$ cat src/rtl/alu_seq_pkg.sv
// +--------------------------------------------------------------------------+
// | alu_seq_pkg : ALU op codes and sequencer state encoding                  |
// | Rev 1.0                                                                  |
// +--------------------------------------------------------------------------+
`default_nettype none

package alu_seq_pkg;

  localparam logic [3:0] ALU_AND = 4'b0000;
  localparam logic [3:0] ALU_OR  = 4'b0001;
  localparam logic [3:0] ALU_ADD = 4'b0010;
  localparam logic [3:0] ALU_SUB = 4'b0110;
  localparam logic [3:0] ALU_SLT = 4'b0111;
  localparam logic [3:0] ALU_SGT = 4'b1000;
  localparam logic [3:0] ALU_NOR = 4'b1100;
  localparam logic [3:0] ALU_SRL = 4'b1101;
  localparam logic [3:0] ALU_SLL = 4'b1110;
  localparam logic [3:0] ALU_SRA = 4'b1111;

  typedef enum logic [1:0] {
    ST_IDLE = 2'd0,
    ST_READ = 2'd1,
    ST_EXEC = 2'd2,
    ST_WB   = 2'd3
  } seq_state_e;

endpackage

`default_nettype wire

$ cat src/rtl/alu_op_decode.sv
// +--------------------------------------------------------------------------+
// | alu_op_decode : flags whether an ALU op code is one the datapath supports|
// | Rev 1.0                                                                  |
// +--------------------------------------------------------------------------+
`default_nettype none

module alu_op_decode
  import alu_seq_pkg::*;
#(
  parameter int OP_W = 4
) (
  input  logic [OP_W-1:0] op_i,
  output logic            legal_o
);

  always_comb begin
    legal_o = 1'b0;
    case (op_i)
      OP_W'(ALU_AND), OP_W'(ALU_OR),  OP_W'(ALU_ADD), OP_W'(ALU_SUB),
      OP_W'(ALU_SLT), OP_W'(ALU_SGT), OP_W'(ALU_NOR), OP_W'(ALU_SRL),
      OP_W'(ALU_SLL), OP_W'(ALU_SRA): legal_o = 1'b1;
      default:                         legal_o = 1'b0;
    endcase
  end

endmodule

`default_nettype wire

$ cat src/rtl/alu_op_sequencer.sv
// +--------------------------------------------------------------------------+
// | alu_op_sequencer : command-driven controller for regfile/ALU/WB-mux path |
// | Optional Zero flag output with `define SEQ_ZERO_FLAG_EN. Rev 1.0         |
// +--------------------------------------------------------------------------+
`default_nettype none

module alu_op_sequencer
  import alu_seq_pkg::*;
#(
  parameter int ADDR_W  = 5,
  parameter int DATA_W  = 32,
  parameter int OP_W    = 4,
  parameter int SHAMT_W = 5
) (
  input  logic               Clk,
  input  logic               Rst_n,
  input  logic               Cmd_valid,
  output logic               Cmd_ready,
  input  logic [OP_W-1:0]    Cmd_op,
  input  logic [ADDR_W-1:0]  Cmd_rs,
  input  logic [ADDR_W-1:0]  Cmd_rt,
  input  logic [ADDR_W-1:0]  Cmd_rd,
  input  logic [SHAMT_W-1:0] Cmd_shamt,
  input  logic               Cmd_use_imm,
  input  logic [DATA_W-1:0]  Cmd_imm,
  output logic [ADDR_W-1:0]  RR1,
  output logic [ADDR_W-1:0]  RR2,
  output logic [ADDR_W-1:0]  WR,
  output logic               WE,
  output logic [DATA_W-1:0]  WD,
  output logic               Mux_Ctrl,
  output logic [OP_W-1:0]    Op,
  output logic [SHAMT_W-1:0] ShiftCount,
  input  logic [DATA_W-1:0]  ALU_result,
  output logic               Done,
  output logic               Err
`ifdef SEQ_ZERO_FLAG_EN
  ,
  output logic               Zero
`endif
);

  seq_state_e         state_q;
  logic               ready_q;
  logic [ADDR_W-1:0]  rr1_q;
  logic [ADDR_W-1:0]  rr2_q;
  logic [ADDR_W-1:0]  wr_q;
  logic [ADDR_W-1:0]  rd_q;
  logic               we_q;
  logic [DATA_W-1:0]  wd_q;
  logic               mux_q;
  logic [OP_W-1:0]    op_q;
  logic [SHAMT_W-1:0] shamt_q;
  logic               done_q;
  logic               err_q;
  logic               op_legal;

  alu_op_decode #(
    .OP_W (OP_W)
  ) u_decode (
    .op_i    (Cmd_op),
    .legal_o (op_legal)
  );

`ifdef SEQ_ZERO_FLAG_EN
  logic zero_q;
  assign Zero = zero_q;
`else
  logic unused_alu_result;
  assign unused_alu_result = ^ALU_result;
`endif

  always_ff @(posedge Clk) begin
    if (!Rst_n) begin
      state_q <= ST_IDLE;
      ready_q <= 1'b0;
      rr1_q   <= '0;
      rr2_q   <= '0;
      wr_q    <= '0;
      rd_q    <= '0;
      we_q    <= 1'b0;
      wd_q    <= '0;
      mux_q   <= 1'b0;
      op_q    <= '0;
      shamt_q <= '0;
      done_q  <= 1'b0;
      err_q   <= 1'b0;
`ifdef SEQ_ZERO_FLAG_EN
      zero_q  <= 1'b0;
`endif
    end else begin
      we_q   <= 1'b0;
      done_q <= 1'b0;
      err_q  <= 1'b0;
      case (state_q)
        ST_IDLE: begin
          // Ready is low for the single cycle after reset release or an Err drop.
          ready_q <= 1'b1;
          if (Cmd_valid && ready_q) begin
            ready_q <= 1'b0;
            if (Cmd_use_imm) begin
              wr_q    <= Cmd_rd;
              wd_q    <= Cmd_imm;
              mux_q   <= 1'b0;
              we_q    <= 1'b1;
              done_q  <= 1'b1;
              state_q <= ST_WB;
            end else if (op_legal) begin
              rr1_q   <= Cmd_rs;
              rr2_q   <= Cmd_rt;
              op_q    <= Cmd_op;
              shamt_q <= Cmd_shamt;
              rd_q    <= Cmd_rd;
              state_q <= ST_READ;
            end else begin
              err_q   <= 1'b1;
            end
          end
        end
        ST_READ: state_q <= ST_EXEC;
        ST_EXEC: begin
          wr_q    <= rd_q;
          mux_q   <= 1'b1;
          we_q    <= 1'b1;
          done_q  <= 1'b1;
          state_q <= ST_WB;
        end
        ST_WB: begin
          ready_q <= 1'b1;
          state_q <= ST_IDLE;
`ifdef SEQ_ZERO_FLAG_EN
          // Sampled on the same edge the register file captures the write.
          zero_q  <= mux_q ? (ALU_result == '0) : (wd_q == '0);
`endif
        end
        default: state_q <= ST_IDLE;
      endcase
    end
  end

  assign Cmd_ready  = ready_q;
  assign RR1        = rr1_q;
  assign RR2        = rr2_q;
  assign WR         = wr_q;
  assign WE         = we_q;
  assign WD         = wd_q;
  assign Mux_Ctrl   = mux_q;
  assign Op         = op_q;
  assign ShiftCount = shamt_q;
  assign Done       = done_q;
  assign Err        = err_q;

endmodule

`default_nettype wire

$ cat config.mk
export PLATFORM = sky130hd
export DESIGN_NAME = alu_op_sequencer
export DESIGN_NICKNAME = d
export VERILOG_FILES = /design/src/rtl/alu_seq_pkg.sv /design/src/rtl/alu_op_decode.sv /design/src/rtl/alu_op_sequencer.sv
export SDC_FILE = /design/constraint.sdc
export NUM_CORES = 1
export LEC_CHECK = 0
export BUFFER_PORTS_ARGS = -buffer_cell sky130_fd_sc_hd__buf_2
export CAP_MARGIN = 30
export CELL_PAD_IN_SITES_DETAIL_PLACEMENT = 1
export CELL_PAD_IN_SITES_GLOBAL_PLACEMENT = 2
export CORE_UTILIZATION = 24
export CTS_CLUSTER_SIZE = 20
export DETAILED_ROUTE_END_ITERATION = 8
export GPL_ROUTABILITY_DRIVEN = 0
export GPL_TIMING_DRIVEN = 0
export PLACE_DENSITY = 0.79
export SLEW_MARGIN = 15
export SYNTH_ARGS = -nofsm -noshare
export SYNTH_HDL_FRONTEND = slang
export SYNTH_SLANG_ARGS = --single-unit
$ cat constraint.sdc
create_clock -name Clk -period 1.88 [get_ports Clk]
set_input_delay 0.188 -clock Clk [delete_from_list [all_inputs] [get_ports Clk]]
set_output_delay 0.188 -clock Clk [all_outputs]
set_load 0.02 [all_outputs]
# Yosys cells after proc, flatten, opt, wreduce, memory -nomap -nowiden
# Memory sizes are Yosys's and may differ from the RTL's.
# Cells that the tools add are included.
word_totals:
  output_inout_bits: 61
  inputBits: 92
  ff_bits: 67
  wordCells: 48
  rom_bits: 16
  n_memories: 1
classes:
  reduce_logical: 9
  eq_ne: 6
  bitwise_logic: 4
  n_mux: 16
memory_table:
  columns: ["name", "depth", "word_bits", "rd", "rd_ports_with_merged_regs", "wr", "line_no", "rtl"]
  rows:
  - ["(no name shown)", 16, 1, 1, 0, 0, "alu_op_decode.sv:18", "case (op_i)"]
ops:
  columns: ["op", "n"]
  rows:
  - ["2-to-1 mux 5 bit", 2]
  - ["one-hot mux 5 bit (2 select lines)", 1]
  - ["one-hot mux 2 bit (4 select lines)", 1]
  - ["2-to-1 mux 1 bit", 6]
  - ["2-to-1 mux 2 bit", 3]
  - ["one-hot mux 1 bit (2 select lines)", 3]
  - ["AND reduction 3 bit", 2]
  - ["equality test 2 bit (second input constant)", 2]
  - ["inequality test 2 bit (second input constant)", 2]
  - ["NOT 1 bit", 4]
  - ["AND reduction 4 bit", 1]
  - ["nonzero test 2 bit", 2]
  - ["OR reduction 4 bit", 1]
  - ["inequality test 3 bit (second input constant)", 1]
  - ["equality test 2 x 1 -> 1 bit (second input constant)", 1]
  - ["zero test 2 bit", 1]
  - ["AND reduction 2 bit", 1]
  - ["logical AND 1 bit", 1]

# Longest topological paths before layout
# An unclocked memory read counts as a cell.
logic_depth:
  depth_word: 5
  mapped_depth: 8
  ltp_nobuf: 6

# Modules after synthesis
# A second synthesis with hierarchy kept.
unflattened:
  hier_cells: 306
  hier_area_um2: 2677.6
by_module_without_submodules:
  columns: ["module", "instances", "area_per_inst_um2", "seq_area_each_um2", "cells_each"]
  rows:
  - ["alu_op_sequencer", 1, 2652.5, 1341.3, 303]
  - ["alu_op_decode", 1, 25.0, 0.0, 3]

# Worst setup path before layout
# Ideal clock, no wire load.
synth_path:
  kind: "register -> register"
  startpoint: "register state_q[0]"
  endpoint: "register op_q[0] (netlist: Op[0])"
  path_stages_with_launch: 9
  synth_period_minus_slack_ns: 1.729
  setup_slack_ns: 0.151
  arrival_time_ns: 1.613
  required_time_ns: 1.764
  path_buffers: 2
  setup_time_ns: 0.116
  path_cell_list: "dfxtp_1 inv_1 ha_1 buf_4 nand4b_1 a211oi_4 buf_8 mux2i_1 nor2b_1"
synth_via:
  elab_chain_cells: 2
synth_lines:
  columns: ["element", "line_no", "rtl"]
  rows:
  - ["start: declaration", "alu_op_sequencer.sv:43", "seq_state_e state_q;"]
  - ["start signal: assignment", "alu_op_sequencer.sv:75", "state_q <= ST_IDLE;"]
  - ["start signal: assignment", "alu_op_sequencer.sv:107", "state_q <= ST_WB;"]
  - ["start signal: assignment", "alu_op_sequencer.sv:114", "state_q <= ST_READ;"]
  - ["zero test 2 bit", "alu_op_sequencer.sv:95", "case (state_q)"]
  - ["AND reduction 4 bit (no line)", null, null]
  - ["end signal: assignment", "alu_op_sequencer.sv:111", "op_q <= Cmd_op;"]
  - ["end: declaration", "alu_op_sequencer.sv:52", "logic [OP_W-1:0] op_q;"]
# No other way between the ends.
# A chain may end at the register's enable or synchronous reset.

# Final worst setup path
layout_path:
  startpoint: "register state_q[1]"
  endpoint: "register rr1_q[3] (netlist: RR1[3])"
layout_via:
  elab_chain_cells: 2
layout_lines:
  columns: ["element", "line_no", "rtl"]
  rows:
  - ["zero test 2 bit", "alu_op_sequencer.sv:95", null]
  - ["AND reduction 4 bit (no line)", null, null]
  - ["end signal: assignment", "alu_op_sequencer.sv:109", "rr1_q <= Cmd_rs;"]
  - ["end: declaration", "alu_op_sequencer.sv:45", "logic [ADDR_W-1:0] rr1_q;"]
# No other way between the ends.

==> flow_summary.ini <==
[drt]
ant_nets = 0
drc = 0
routedWlPerCell_um = 13.6
first_iter_violations = 47
wirelength_um = 7670
first_pass_iters = 3
viasPerCell = 4.29
vias = 2416

[timing]
min_period_ns = 1.79
fmax_mhz = 560
slew_viol_final = 0
final_hold_viol_count = 0
min_period_over_period_pct = 95.0
max-slew-margin-rel_pct = 59.8
tns_ns = 0
worst_hold_slack_ns = 0.0780
clock_skew_ns = 0.00435
layout_setup_ws_ns = 0.0946
worst_slew_pin_slew_ns = 0.603
finalSetupViolations = 0

[worst_setup_path]
cp_slowest_cell = dfxtp_2
path_cells = inv_2 > ha_4 > buf_6 > nand4b_1 > a211oi_4 > buf_4 > buf_8 > mux2i_2 > nor2b_1
cp-start-kind = flop
critPathBufInv = 4
arrival_ns = 2.03
cp_top_family = buffers and inverters
endpoint_kind = flop
critPathMaxFanout = 5
critPathMaxStageDelay_ns = 0.34
worstPathRequired_ns = 2.12
critPathKind = flop to flop

[finish]
antennaDiodeCount = 0
area_growth_pct = 40.2
fin_cells = 563
nFillCells = 1310
drive_above_1_share_pct = 38.1
final_nets = 514

[placement]
io_buffers = 119
place_inst = 540
hpwl_um = 5620
place_ws_ns = -0.326

[die]
die_area_mm2 = 0.0116
die_h_um = 108
core_mm2 = 0.0109
start_util_pct = 24.7
ios = 153
die_x_um = 108
rows = 38

[grt]
grt_pass1_wl_um = 11700
grt_max_degree = 11
grt_overflow_total = 0
grt_antenna_before_repair = 0
grt_pass1_vias = 2480
grt.total_usage_pct = 13.4

[clock_network]
htreeDepth = 3
cts_sinks = 67
clk-insertion-delay-late_ns = 0.35
cts_buffers = 9
clk_root_buffer_cell = clkbuf_8
clkSlewWorstSetupHoldPaths_ns = 0.07
cts_tree = done
cts_max_path_buffers = 2

[status]
outcome = finished, final reports clean

[logic_synthesis]
ys_seq_area_share_pct = 49.9
ys_ff_latch = 67
netlist_area_mm2 = 0.00269
yosysWarnings = 0
synth_cell_types = 23
netlist_instances = 281
synth_nets = 377
synth_top_area_cell = dfxtp_1
synth_area_leaders = dfxtp_1 50%, mux2i_1 12%, nand2_1 10%
yosysTopAreaCellShare_pct = 49.9
avgSynthCellArea_um2 = 9.56

[power]
ir_drop_mv = 0.413
leakage_nw = 1.68
power_density_mw_per_mm2 = 1070
p_total_mw = 4.04

[run]
cap_viol_max_count = 0

[worst_hold_path]
hp-class = input pin to flop
==> through the flow <==
stage | area, um2 | util, %
5_1_grt | 3770 | 34.6
2_1_floorplan | 2690 | -
3_3_place_gp | 3460 | 31.8
4_1_cts | 3740 | 34.4
3_5_place_dp | 3460 | 31.8
6_report | 3770 | 34.6
==> worst paths after layout <==
check        endpoint   startpoint  depth (start not counted)  slack [ns]
max            RR1[3]   state_q[1]                          9        0.09
min            WD[27]  Cmd_imm[27]                          3        0.08
max reg2reg    RR1[3]   state_q[1]                          9        0.09
min reg2reg    WD[17]       WD[17]                          2        0.46
==> cells in the mapped netlist <==
cell type and instances:
a211oi_4 1, a21boi_0 33, a21o_2 1, a21oi_1 3, a22oi_1 1, and4b_1 1
buf_4 2, buf_8 2, clkbuf_1 14, dfxtp_1 67, ha_1 4, inv_1 5
maj3_2 1, mux2i_1 31, nand2_1 75, nand4_1 1, nand4b_1 1, nor2_1 1
nor2b_1 26, nor3b_1 2, o211a_1 5, o21ai_0 3, o21ai_1 1
==> cell type report <==
class	count	area (um2)	share of cell area, %
repair buffers	128	692	18.4
flip-flops and latches	67	1340	35.7
plain buffers	16	90.1	2.39
multi-input cells	191	1260	33.3
clock inverters	1	5.00	0.133
inverters	5	18.8	0.498
clock buffers	15	186	4.95
well taps	140	175	4.65
==> cell families (layout without fill, tap and decap cells) <==
family	Yosys count	count (layout)	share of synthesized area [%]
simple gates	107	107	18.2
fa+ha+maj	5	5	2.28
mux	31	31	11.6
compound gates	48	48	13.7
buf+inv	23	165	4.33
flops	67	67	49.9
==> layer usage <==
layer | global-route usage, % | vias up | share of wire [%]
met1 | 15.6 | 1136 | 45
li1 | - | 1202 | -
met2 | 22.5 | 64 | 48
met5 | 0 | - | 0
met3 | 2.97 | 14 | 4.6
met4 | 8.02 | 0 | 2.6
==> what timing repair did <==
action / in CTS / in global routing
endpoints found under the setup margin: 53 / 57
cloned: 1 / 0
gates resized for setup: 10 / 10
pin swaps: 2 / 2
setup buffers: 7 / 1
hold buffers: 0 / 0
==> state kept, by name, indices dropped and copies added, names as in the netlist <==
name and cells:
WD 32, RR1 5, RR2 5, ShiftCount 5
WR 5, rd_q 5, Op 4, state_q 2
Cmd_ready 1, Done 1, Err 1, Mux_Ctrl 1
==> cells in the final DEF (no fill, tap or decap), types with 2 or more instances in the layout <==
cell	n
a21boi_0	33
a21oi_1	3
buf_2	119
buf_4	8
buf_6	2
clkbuf_1	9
clkbuf_2	6
clkbuf_8	13
dfxtp_1	65
dfxtp_2	2
ha_1	3
inv_1	3
inv_2	2
mux2i_1	30
nand2_1	75
nor2b_1	26
nor3b_1	2
o211a_1	5
o21ai_0	3
==> worst reg2reg max path, delay by kind of cell, from the launching register on <==
kind                     cells  cell delay, ns
adder cells (fa/ha/maj)      1            0.13
AND/OR/NAND/NOR              2            0.21
AO/OA/AOI/OAI                1            0.30
buffers and inverters        4            0.49
flip-flops                   1            0.34
multiplexers                 1            0.22
==> where the power goes <==
| group | internal [mW] | switching [mW] |
|---|---|---|
| clock | 0.623 | 0.551 |
| combinational | 0.524 | 0.666 |
| sequential | 1.59 | 0.0946 |
| total | 2.73 | 1.31 |
No activity file was read; power rests on OpenSTA's default activity.
